## config.mk

```make
export PLATFORM = sky130hd
export DESIGN_NAME = serial_link_arbiter
export DESIGN_NICKNAME = d
export VERILOG_FILES = /design/src/rtl/serial_link_arbiter.sv
export SDC_FILE = /design/constraint.sdc
export NUM_CORES = 1
export LEC_CHECK = 0
export ABC_CLOCK_PERIOD_IN_PS = 3800
export BUFFER_PORTS_ARGS = -buffer_cell sky130_fd_sc_hd__buf_2
export CORE_ASPECT_RATIO = 0.9
export CORE_UTILIZATION = 43
export DETAILED_ROUTE_END_ITERATION = 6
export PLACE_DENSITY = 0.65
export RECOVER_POWER = 100
export SLEW_MARGIN = 20
export SYNTH_ARGS = -nofsm -noshare
export SYNTH_HDL_FRONTEND = slang
export SYNTH_SLANG_ARGS = --single-unit
```

## constraint.sdc

```tcl
create_clock -name clk -period 3.8 [get_ports clk]
set_input_delay 0.76 -clock clk [delete_from_list [all_inputs] [get_ports clk]]
set_output_delay 0.76 -clock clk [all_outputs]
set_load 0.005 [all_outputs]
```

## src/rtl/serial_link_arbiter.sv

```systemverilog
// Round-robin arbiter + MSB-first serializer sharing one serial line between two requesters.
// Optional trailing even-parity bit per frame: define SERIAL_LINK_PARITY_EN.
module serial_link_arbiter #(
    parameter int WIDTH      = 4,
    parameter int GAP_CYCLES = 1
) (
    input  logic             clk,
    input  logic             clear,
    input  logic             req0_valid,
    input  logic [WIDTH-1:0] req0_data,
    output logic             req0_ready,
    input  logic             req1_valid,
    input  logic [WIDTH-1:0] req1_data,
    output logic             req1_ready,
    output logic             sout,
    output logic             sframe,
    output logic             grant_id,
    output logic             busy
);

    // Handshake: a word transfers on a rising edge where valid && ready; ready is only
    // offered in IDLE to the arbitration winner, so at most one ready is high at a time.

    localparam int CNT_MAX = (WIDTH - 1 > GAP_CYCLES) ? WIDTH - 1 : GAP_CYCLES;
    localparam int CW      = (CNT_MAX < 2) ? 1 : $clog2(CNT_MAX + 1);
    localparam logic [CW-1:0] SHIFT_LOAD = CW'(WIDTH - 1);
    localparam logic [CW-1:0] GAP_LOAD   = (GAP_CYCLES > 0) ? CW'(GAP_CYCLES - 1) : '0;

`ifdef SERIAL_LINK_PARITY_EN
    typedef enum logic [1:0] {IDLE, SHIFT, PARITY, GAP} state_t;
`else
    typedef enum logic [1:0] {IDLE, SHIFT, GAP} state_t;
`endif

    localparam state_t AFTER_FRAME = (GAP_CYCLES == 0) ? IDLE : GAP;

    state_t           state;
    state_t           state_next;
    logic [WIDTH-1:0] shreg;
    logic [CW-1:0]    cnt;
    logic             grant_q;
    logic             last_q;
    logic             winner;
    logic             accept;
    logic             last_bit;
`ifdef SERIAL_LINK_PARITY_EN
    logic             par_q;
`endif

    // last_q holds the most recent grant; resetting it to 1 makes req0 win the first tie.
    assign winner     = (req0_valid && req1_valid) ? ~last_q : req1_valid;
    assign req0_ready = (state == IDLE) && !winner && clear;
    assign req1_ready = (state == IDLE) && winner && clear;
    assign accept     = (req0_valid && req0_ready) || (req1_valid && req1_ready);
    assign last_bit   = (cnt == '0);
    assign busy       = (state != IDLE);
    assign grant_id   = grant_q;

    always_ff @(posedge clk or negedge clear) begin
        if (!clear) begin
            state <= IDLE;
        end else begin
            state <= state_next;
        end
    end

    always_comb begin
        state_next = state;
        case (state)
            IDLE:  if (accept) state_next = SHIFT;
`ifdef SERIAL_LINK_PARITY_EN
            SHIFT:  if (last_bit) state_next = PARITY;
            PARITY: state_next = AFTER_FRAME;
`else
            SHIFT:  if (last_bit) state_next = AFTER_FRAME;
`endif
            GAP:   if (last_bit) state_next = IDLE;
            default: state_next = IDLE;
        endcase
    end

    always_ff @(posedge clk or negedge clear) begin
        if (!clear) begin
            shreg   <= '0;
            cnt     <= '0;
            grant_q <= 1'b0;
            last_q  <= 1'b1;
`ifdef SERIAL_LINK_PARITY_EN
            par_q   <= 1'b0;
`endif
        end else begin
            case (state)
                IDLE: begin
                    if (accept) begin
                        shreg   <= winner ? req1_data : req0_data;
                        cnt     <= SHIFT_LOAD;
                        grant_q <= winner;
                        last_q  <= winner;
`ifdef SERIAL_LINK_PARITY_EN
                        par_q   <= winner ? ^req1_data : ^req0_data;
`endif
                    end
                end
                SHIFT: begin
                    // The gap count is preloaded on the last bit; a parity cycle leaves it untouched.
                    if (last_bit) begin
                        cnt <= GAP_LOAD;
                    end else begin
                        shreg <= {shreg[WIDTH-2:0], 1'b0};
                        cnt   <= cnt - 1'b1;
                    end
                end
                GAP: begin
                    if (!last_bit) cnt <= cnt - 1'b1;
                end
                default: ;
            endcase
        end
    end

    always_comb begin
        sout   = 1'b0;
        sframe = 1'b0;
        case (state)
            SHIFT: begin
                sout   = shreg[WIDTH-1];
                sframe = 1'b1;
            end
`ifdef SERIAL_LINK_PARITY_EN
            PARITY: begin
                sout   = par_q;
                sframe = 1'b1;
            end
`endif
            default: ;
        endcase
    end

endmodule

```

==> results of run 1 <==
[critical path, stage by stage]
cell and delay, ns:
clkbuf_1 0.49, nand3_1 0.17, a21oi_1 0.19, clkbuf_1 0.13
[cell type report]
type | count | area [um^2] | share of cell area
Clock buffer | 4 | 36.3 | 0.0425
Inverter | 12 | 45.0 | 0.0528
Multi-Input combinational cell | 50 | 412 | 0.482
Sequential cell | 10 | 251 | 0.295
Tap cell | 22 | 27.5 | 0.0323
Timing Repair Buffer | 17 | 81.3 | 0.0953
[routing by layer]
layer  track usage  wire, um
met5             0         0
met4        0.0909        12
met3        0.0661        81
met2         0.250       574
met1         0.255       710
[layout by cell type, fill, tap and decap left out, drive strengths merged]
cell type  synthesis  final
buf                2     14
inv               12     12
dfrtp              9      9
ha                 8      8
clkbuf             0      7
a21oi              5      5
a221oi             5      5
and2               5      5
o32ai              4      4
a2bb2oi            3      3
nand3              2      2
o21ai              2      2
mux2               2      2
nand2              2      2
and2b              2      2
a21bo              1      1
and3               1      1
a221o              1      1
a21o               1      1
nand2b             1      1
mux2i              1      1
nor2               1      1
nor2b              1      1
a21boi             1      1
o32a               1      1
dfstp              1      1
[power groups by stage]
stage          clock network (mW)  registers (mW)  logic [mW]
2_1_floorplan                   0           0.194       0.300
3_3_place_gp                    0           0.203       0.370
3_5_place_dp                    0           0.203       0.375
4_1_cts                    0.0986           0.202       0.378
5_1_grt                     0.104           0.209       0.412
6_report                   0.0960           0.201       0.367
[how the worst min path moves through the flow]
stage                to  slack (ns)  cells after the start
2_1_floorplan    cnt[0]        0.46                      0
3_3_place_gp   grant_id        0.47                      1
3_5_place_dp   grant_id        0.46                      1
4_1_cts          cnt[1]        0.37                      1
5_1_grt        grant_id        0.50                      1
6_report       grant_id        0.47                      1
[kinds of logic (layout without fill, tap and decap cells)]
group,count (synthesis),in the layout,share of synthesized area
AO/OA/AOI/OAI,24,24,0.275
AND/OR/NAND/NOR,15,15,0.123
buffers and inverters,14,33,0.0785
flip-flops,10,10,0.343
adder cells (fa/ha/maj),8,8,0.137
multiplexers,3,3,0.0444
[sequential cells by signal (all words and copies together) (netlist names)]
name,count
cnt,2
grant_id,1
last_q,1
shreg,4
state,2
[per-stage QoR]
stage          total power [mW]  worst slack, ns  cell area [um^2]   util  std cells
2_1_floorplan             0.494             1.86               733      -         74
3_3_place_gp              0.573             1.56               833  0.551        111
3_5_place_dp              0.578             1.54               833  0.551        111
4_1_cts                   0.679             1.36               870  0.575        115
5_1_grt                   0.725             1.10               853  0.564        115
6_report                  0.664             1.29               853  0.564        115
==> flow_summary.toml, run 1 <==
[power_and_ir_drop]
vdd_ir_drop_max_uv = 393
p_int_mw = 0.397
p_seq_frac = 0.303
p_leak_nw = 0.426
pwr_density_cell_nw_per_um2 = 778
comb_power_share = 0.552
p_sw_frac = 0.403
p_sw_mw = 0.267
clockPowerShare = 0.145

[timing]
grt_setup_unrepaired = "false"
worst_pin_slew_ns = 0.666
hold-worst-slack_ns = 0.475
finClkSkew_ns = 0.00241
setup_viol = 0
hold_viol_final = 0
post-route-period-util = 0.660
fin_setup_tns_ns = 0
max_slew_margin = 0.556
finalMaxSlewViolations = 0
fmax_mhz = 399
finalCriticalPeriod_ns = 2.51

[logic_synthesis]
syn_inst = 74
syn_nets = 94
ys_top_cells_by_count = "inv_1 (12), dfrtp_1 (9), ha_1 (8)"
async_reset_ff_frac = 1.00
synth_edf_count = 0
netlist.area_leader.share = 0.307
synth-main-ff-cell = "dfrtp_1"
yosysSeqAreaShare = 0.343
ys_top_cells_by_area = "dfrtp_1 (31%), ha_1 (14%), inv_1 (6.1%), a221oi_1 (4.8%), o32ai_1 (4.8%)"
ys_types = 31
avgSynthCellArea_um2 = 9.91
yosys_warnings = 0
synth_area_um2 = 733
synth_top_area_cell = "dfrtp_1"
synth-seq-cells = 10
yosys.cell_count.top_type = "inv_1"

[critical_path]
ff2ff_setup_slack_ns = 2.09
worstSetupStartpointType = "input port"
rr_startpoint = "state[0]"
rr_worst_depth = 4
endpoint_kind = "output port"
crit_start = "clear"
worstSetupPathType = "input port to output port"
crit_end = "req1_ready"
reg2reg_to = "cnt[1]"
critPathArrivalTime_ns = 1.75
critPathMaxFanout = 14
required_ns = 3.04

[drt]
drt-initial-drc-count = 5
viasPerCell = 5.25
ant_nets = 0
first_pass_iters = 4
num_vias = 604
wl_per_cell_um = 12.0
routed_wl_mm = 1.38
drcViolationCount = 0

[clock_tree]
clock-sinks = 10
cts_tree = "done"
cts_buffer_depth = 2
clock_latency_ns = 0.27
cts.reportedPaths.clkPinSlew_ns = 0.06
cts_root_buf = "clkbuf_4"
cts_inserted_buffers = 3
cts-resized-gates = 0
htreeDepth = 1
cts_setup_buffers = 0
cts_hold_buf = 0

[global_route]
grt.total_usage = 0.185
grt_pass1_vias = 521
antenna_found_initial = 0
grt_pass1_wl_mm = 2.30
grt_max_degree = 15
grt.overflow.total = 0

[floorplan]
initial_utilization = 0.485
rows = 13
pin_count = 18
die-area_um2 = 1870
die_w_um = 45.5
core-area_um2 = 1510
die_height_um = 41.2

[layout]
drive_above_1_share = 0.237
antenna_cells = 0
nets = 114
fill_cells = 147
synthToLayoutAreaGrowth_pct = 16.4

[outcome]
outcome = "finished clean"

[flow_run]
max-cap-violations = 0

[hold_path]
holdCritStartpoint = "grant_id"
worstHoldPathType = "flip-flop to flip-flop"

[placed_design]
dpl.hpwl_mm = 1.06
port_buffers = 17
gp_congestion = 0.749
Note: power is estimated with default switching activity, not from simulation.
==> run 2, diff against run 1 <==
ABC_CLOCK_PERIOD_IN_PS = 2450   (was 3800)
clock period = 2.45 ns   (was 3.8 ns; I/O delays follow)
==> run 2 against run 1 <==
Global-route usage down 0.27 points. Count of clock-buffer cells in the layout stayed put. Final cell count did not move. Setup slack lost 0.96 ns. Sequential share of layout area unchanged. Routed wire length increased by 4.6%. Register-to-register slack got worse by 1.3 ns. Utilization did not move. Hold slack lost 0.23 ns. Non-clock buffer count unchanged. Sequential power is 56% higher. Clock skew fell by 0.0018 ns. Highest routed layer unchanged.
==> flow_summary.toml, run 2 (same netlist as run 1, synthesis figures left out) <==
[timing]
finalMaxSlewViolations = 0
finClkSkew_ns = 0.000578
max_slew_margin = 0.537
post-route-period-util = 0.866
finalCriticalPeriod_ns = 2.12
setup_viol = 0
hold_viol_final = 0
final.setup.worst_slack_ns = 0.329
fin_setup_tns_ns = 0
fmax_mhz = 471
grt_setup_unrepaired = "false"
hold-worst-slack_ns = 0.243
worst_pin_slew_ns = 0.694

[critical_path]
critPathArrivalTime_ns = 1.63
endpoint_kind = "output port"
critPathMaxFanout = 11
cp_cell_sequence = "inv_1, ha_1, nand3_1, a21oi_1, clkbuf_1"
cp_slowest_cell = "dfrtp_1"
rr_startpoint = "state[1]"
crit_start = "state[0]"
required_ns = 1.96
rr_worst_depth = 5
cpPeakStageDelay_ns = 0.41
worstSetupStartpointType = "flip-flop"
worstSetupPathType = "flip-flop to output port"

[power_and_ir_drop]
pwr_density_cell_nw_per_um2 = 1210
vdd_ir_drop_max_uv = 627
p_leak_nw = 0.426
p_total_mw = 1.03

[placed_design]
port_buffers = 17
pre_cts_slack_ns = 0.614
gp_congestion = 0.776
dpl.hpwl_mm = 1.11

[floorplan]
die-area_um2 = 1870
pin_count = 18
rows = 13
die_height_um = 41.2
initial_utilization = 0.485
die_w_um = 45.5
core-area_um2 = 1510

[drt]
viasPerCell = 5.43
ant_nets = 0
wl_per_cell_um = 12.5
drt-initial-drc-count = 8
routed_wl_mm = 1.44
num_vias = 625
drcViolationCount = 0
first_pass_iters = 4

[clock_tree]
cts.reportedPaths.clkPinSlew_ns = 0.06
cts_setup_buffers = 0
cts_tree = "done"
cts_inserted_buffers = 3
clock-sinks = 10
htreeDepth = 1
cts_root_buf = "clkbuf_4"
cts_buffer_depth = 2
clock_latency_ns = 0.26
cts_hold_buf = 0
cts-resized-gates = 0

[layout]
nets = 114
largest_registers = "shreg (4), cnt (2), state (2)"
largest_reg_flops = 4
top_register = "shreg"
layout_commonest_cell = "buf_2"
final_cell_mix = "buf_2 (13), inv_1 (12), dfrtp_1 (9)"
antenna_cells = 0
drive_above_1_share = 0.237
synthToLayoutAreaGrowth_pct = 16.4

[hold_path]
worstHoldPathType = "input port to async pin"

[global_route]
grt_pass1_wl_mm = 2.29
grt_max_degree = 15
antenna_found_initial = 0
grt.overflow.total = 0
grt.total_usage = 0.182
grt_pass1_vias = 515

[flow_run]
max-cap-violations = 0

[outcome]
outcome = "finished clean"
[run 2: cell counts in the layout (fill, tap and decap cells not counted)]
Identical to the previous run, type by type.
[run 2: per-layer routing]
layer,part of all wire,GRT usage,vias to the layer above
li1,-,-,307
met2,0.47,0.271,19
met1,0.47,0.232,297
met4,0.0035,0.0758,0
met3,0.048,0.0749,2
met5,0,0,-
[run 2: cell type report]
class / instances / area, um^2
Clock buffer: 4 / 36.3
Fill cell: 146 / 659
Inverter: 12 / 45.0
Multi-Input combinational cell: 50 / 412
Sequential cell: 10 / 251
Tap cell: 22 / 27.5
Timing Repair Buffer: 17 / 81.3
[run 2: where the power goes]
group          leakage (nW)  internal, mW  switching [mW]  total (mW)
Clock                0.0210        0.0902          0.0555       0.146
Sequential            0.120         0.252          0.0610       0.313
Combinational         0.285         0.273           0.301       0.574
Total                 0.426         0.616           0.417        1.03
[run 2: worst paths after layout]
| check | endpoint | slack [ns] |
|---|---|---|
| max | req1_ready | 0.33 |
| min | cnt[0] | 0.24 |
| max reg2reg | shreg[3] | 0.74 |
| min reg2reg | grant_id | 0.52 |
| max in group asynchronous | state[1] | 1.77 |
| min in group clk | grant_id | 0.52 |
[run 2: metrics by stage]
| step | std cells | area [um^2] | utilization |
|---|---|---|---|
| CTS | 115 | 870 | 0.575 |
| floorplan | 74 | 733 | - |
| global placement | 111 | 833 | 0.551 |
| detailed placement | 111 | 833 | 0.551 |
| finish | 115 | 853 | 0.564 |
| global route | 115 | 853 | 0.564 |
[run 2: critical path, delay by kind of cell (launching register included)]
family | cells | cell delay [ns]
flip-flops | 1 | 0.41
adder cells (fa/ha/maj) | 1 | 0.37
buffers and inverters | 2 | 0.25
AO/OA/AOI/OAI | 1 | 0.21
AND/OR/NAND/NOR | 1 | 0.14
==> run 3, diff against run 2 <==
BUFFER_PORTS_ARGS = unset   (was -buffer_cell sky130_fd_sc_hd__buf_2)
CORE_AREA = 2 2 39 41   (was unset)
CORE_ASPECT_RATIO = unset   (was 0.9)
CORE_UTILIZATION = unset   (was 43)
DIE_AREA = 0 0 41 43   (was unset)
DONT_BUFFER_PORTS = 1   (was unset)
PLACE_DENSITY = 0.68   (was 0.65)
==> run 3 against run 2 <==
Sequential power is essentially flat. Clock skew grew 0.0034 ns. Utilization shrank 0.62 points. Combinational power shrank 9.2%. Non-clock buffer count shrank 16. Hold slack lost 0.19 ns. Sequential cell count is the same. Final cell count shrank 19%. Via count shrank 10%. Setup slack gained 0.11 ns. Critical path type unchanged. Largest cell class unchanged.
==> flow_summary.toml, run 3 (same netlist as run 1, synthesis figures left out) <==
[power_and_ir_drop]
p_leak_nw = 0.368
vdd_ir_drop_max_uv = 655
p_total_mw = 0.989
pwr_density_cell_nw_per_um2 = 1280

[timing]
post-route-period-util = 0.820
finClkSkew_ns = 0.00399
max_slew_margin = 0.715
finalCriticalPeriod_ns = 2.01
setup_viol = 0
fin_setup_tns_ns = 0
worst_pin_slew_ns = 0.426
hold_viol_final = 0
finalMaxSlewViolations = 0
fmax_mhz = 498
final.setup.worst_slack_ns = 0.441
grt_setup_unrepaired = "false"

[critical_path]
endpoint_kind = "output port"
worstSetupPathType = "flip-flop to output port"
worstSetupStartpointType = "flip-flop"
rr_startpoint = "state[1]"
critPathArrivalTime_ns = 1.52
required_ns = 1.96
ff2ff_setup_slack_ns = 0.57
critPathMaxFanout = 11
reg2reg_to = "shreg[0]"
rr_worst_depth = 5

[global_route]
grt.overflow.total = 0
grt_pass1_wl_mm = 2.29
grt_max_degree = 12
grt.total_usage = 0.199
grt_pass1_vias = 531
antenna_found_initial = 0

[floorplan]
initial_utilization = 0.530
core-area_um2 = 1380
rows = 14
die-area_um2 = 1760
die_w_um = 41
die_height_um = 43
pin_count = 18

[drt]
first_pass_iters = 4
viasPerCell = 6.03
ant_nets = 0
drt-initial-drc-count = 10
num_vias = 561
wl_per_cell_um = 15.9
routed_wl_mm = 1.48
drcViolationCount = 0

[layout]
post-route-util = 0.558
largest_registers = "shreg (4), cnt (2), state (2)"
synthToLayoutAreaGrowth_pct = 5.29
nets = 98
final_cell_mix = "inv_1 (12), dfrtp_1 (9), ha_1 (8)"
largest_reg_flops = 4
top_register = "shreg"
drive_above_1_share = 0.104
fill_cells = 134
design_area_um2 = 772
antenna_cells = 0
layout_commonest_cell = "inv_1"

[placed_design]
port_buffers = 0
gp_congestion = 0.689
placed_area_um2 = 741
pre_cts_slack_ns = 0.692
dpl.hpwl_mm = 1.11

[outcome]
outcome = "finished clean"

[clock_tree]
cts_buffer_depth = 2
cts.reportedPaths.clkPinSlew_ns = 0.08
cts_tree = "done"
cts-resized-gates = 0
clock-sinks = 10
cts_root_buf = "clkbuf_4"
htreeDepth = 1
cts_inserted_buffers = 3
clock_latency_ns = 0.27

[flow_run]
max-cap-violations = 0

[hold_path]
worstHoldPathType = "input port to async pin"
## run 3: changes by cell type in the layout (fill, tap and decap cells not counted), sizes merged
cell	before	now
clkbuf	7	4
dlygate4sd3	0	1
buf	14	0
## run 3: layout make-up
class | count | area [um^2] | share of cell area
clock buffer | 4 | 36.3 | 0.0470
inverter | 12 | 45.0 | 0.0583
multi-input combinational | 50 | 409 | 0.530
sequential | 10 | 251 | 0.326
tap | 16 | 20.0 | 0.0259
timing repair buffer | 1 | 10.0 | 0.0130
## run 3: timing repair
action	4_1_cts	5_1_grt
hold buffers	1	0
setup buffers	0	0
hold endpoints to repair	9	0
## run 3: layer usage
| layer | up-vias | GRT usage | wire [um] |
|---|---|---|---|
| met5 | - | 0 | 0 |
| met4 | 0 | 0.140 | 51 |
| met3 | 4 | 0.0366 | 72 |
| met2 | 21 | 0.297 | 713 |
| met1 | 263 | 0.245 | 640 |
| li1 | 273 | - | - |
## run 3: worst max path at each step
| stage | startpoint | slack (ns) | end | cells past startpoint |
|---|---|---|---|---|
| after floorplan | state[0] | 0.87 | req1_ready | 5 |
| after global placement | state[0] | 0.76 | req1_ready | 4 |
| after global routing | state[0] | 0.36 | req1_ready | 4 |
| after detailed placement | state[1] | 0.69 | req1_ready | 4 |
| final | state[1] | 0.44 | req1_ready | 4 |
| after CTS | state[1] | 0.39 | req1_ready | 4 |
## run 3: report_power, final
group	switching (mW)	total, mW	internal (mW)
clock network	0.0656	0.156	0.0904
registers	0.0608	0.313	0.252
logic	0.284	0.521	0.237
total	0.411	0.989	0.579
## run 3: critical path, stage by stage, from the launching register on
cell and delay, ns:
dfrtp_1 0.42, inv_1 0.12, ha_1 0.36, nand3_1 0.13, a21oi_1 0.22
## run 3: per-stage QoR
| stage | hold slack, ns | std cells |
|---|---|---|
| finish | 0.0494 | 93 |
| global route | 0.0429 | 93 |
| CTS | 0.0510 | 93 |
| detailed placement | 0.195 | 88 |
| global placement | 0.195 | 88 |
| floorplan | 0.194 | 74 |
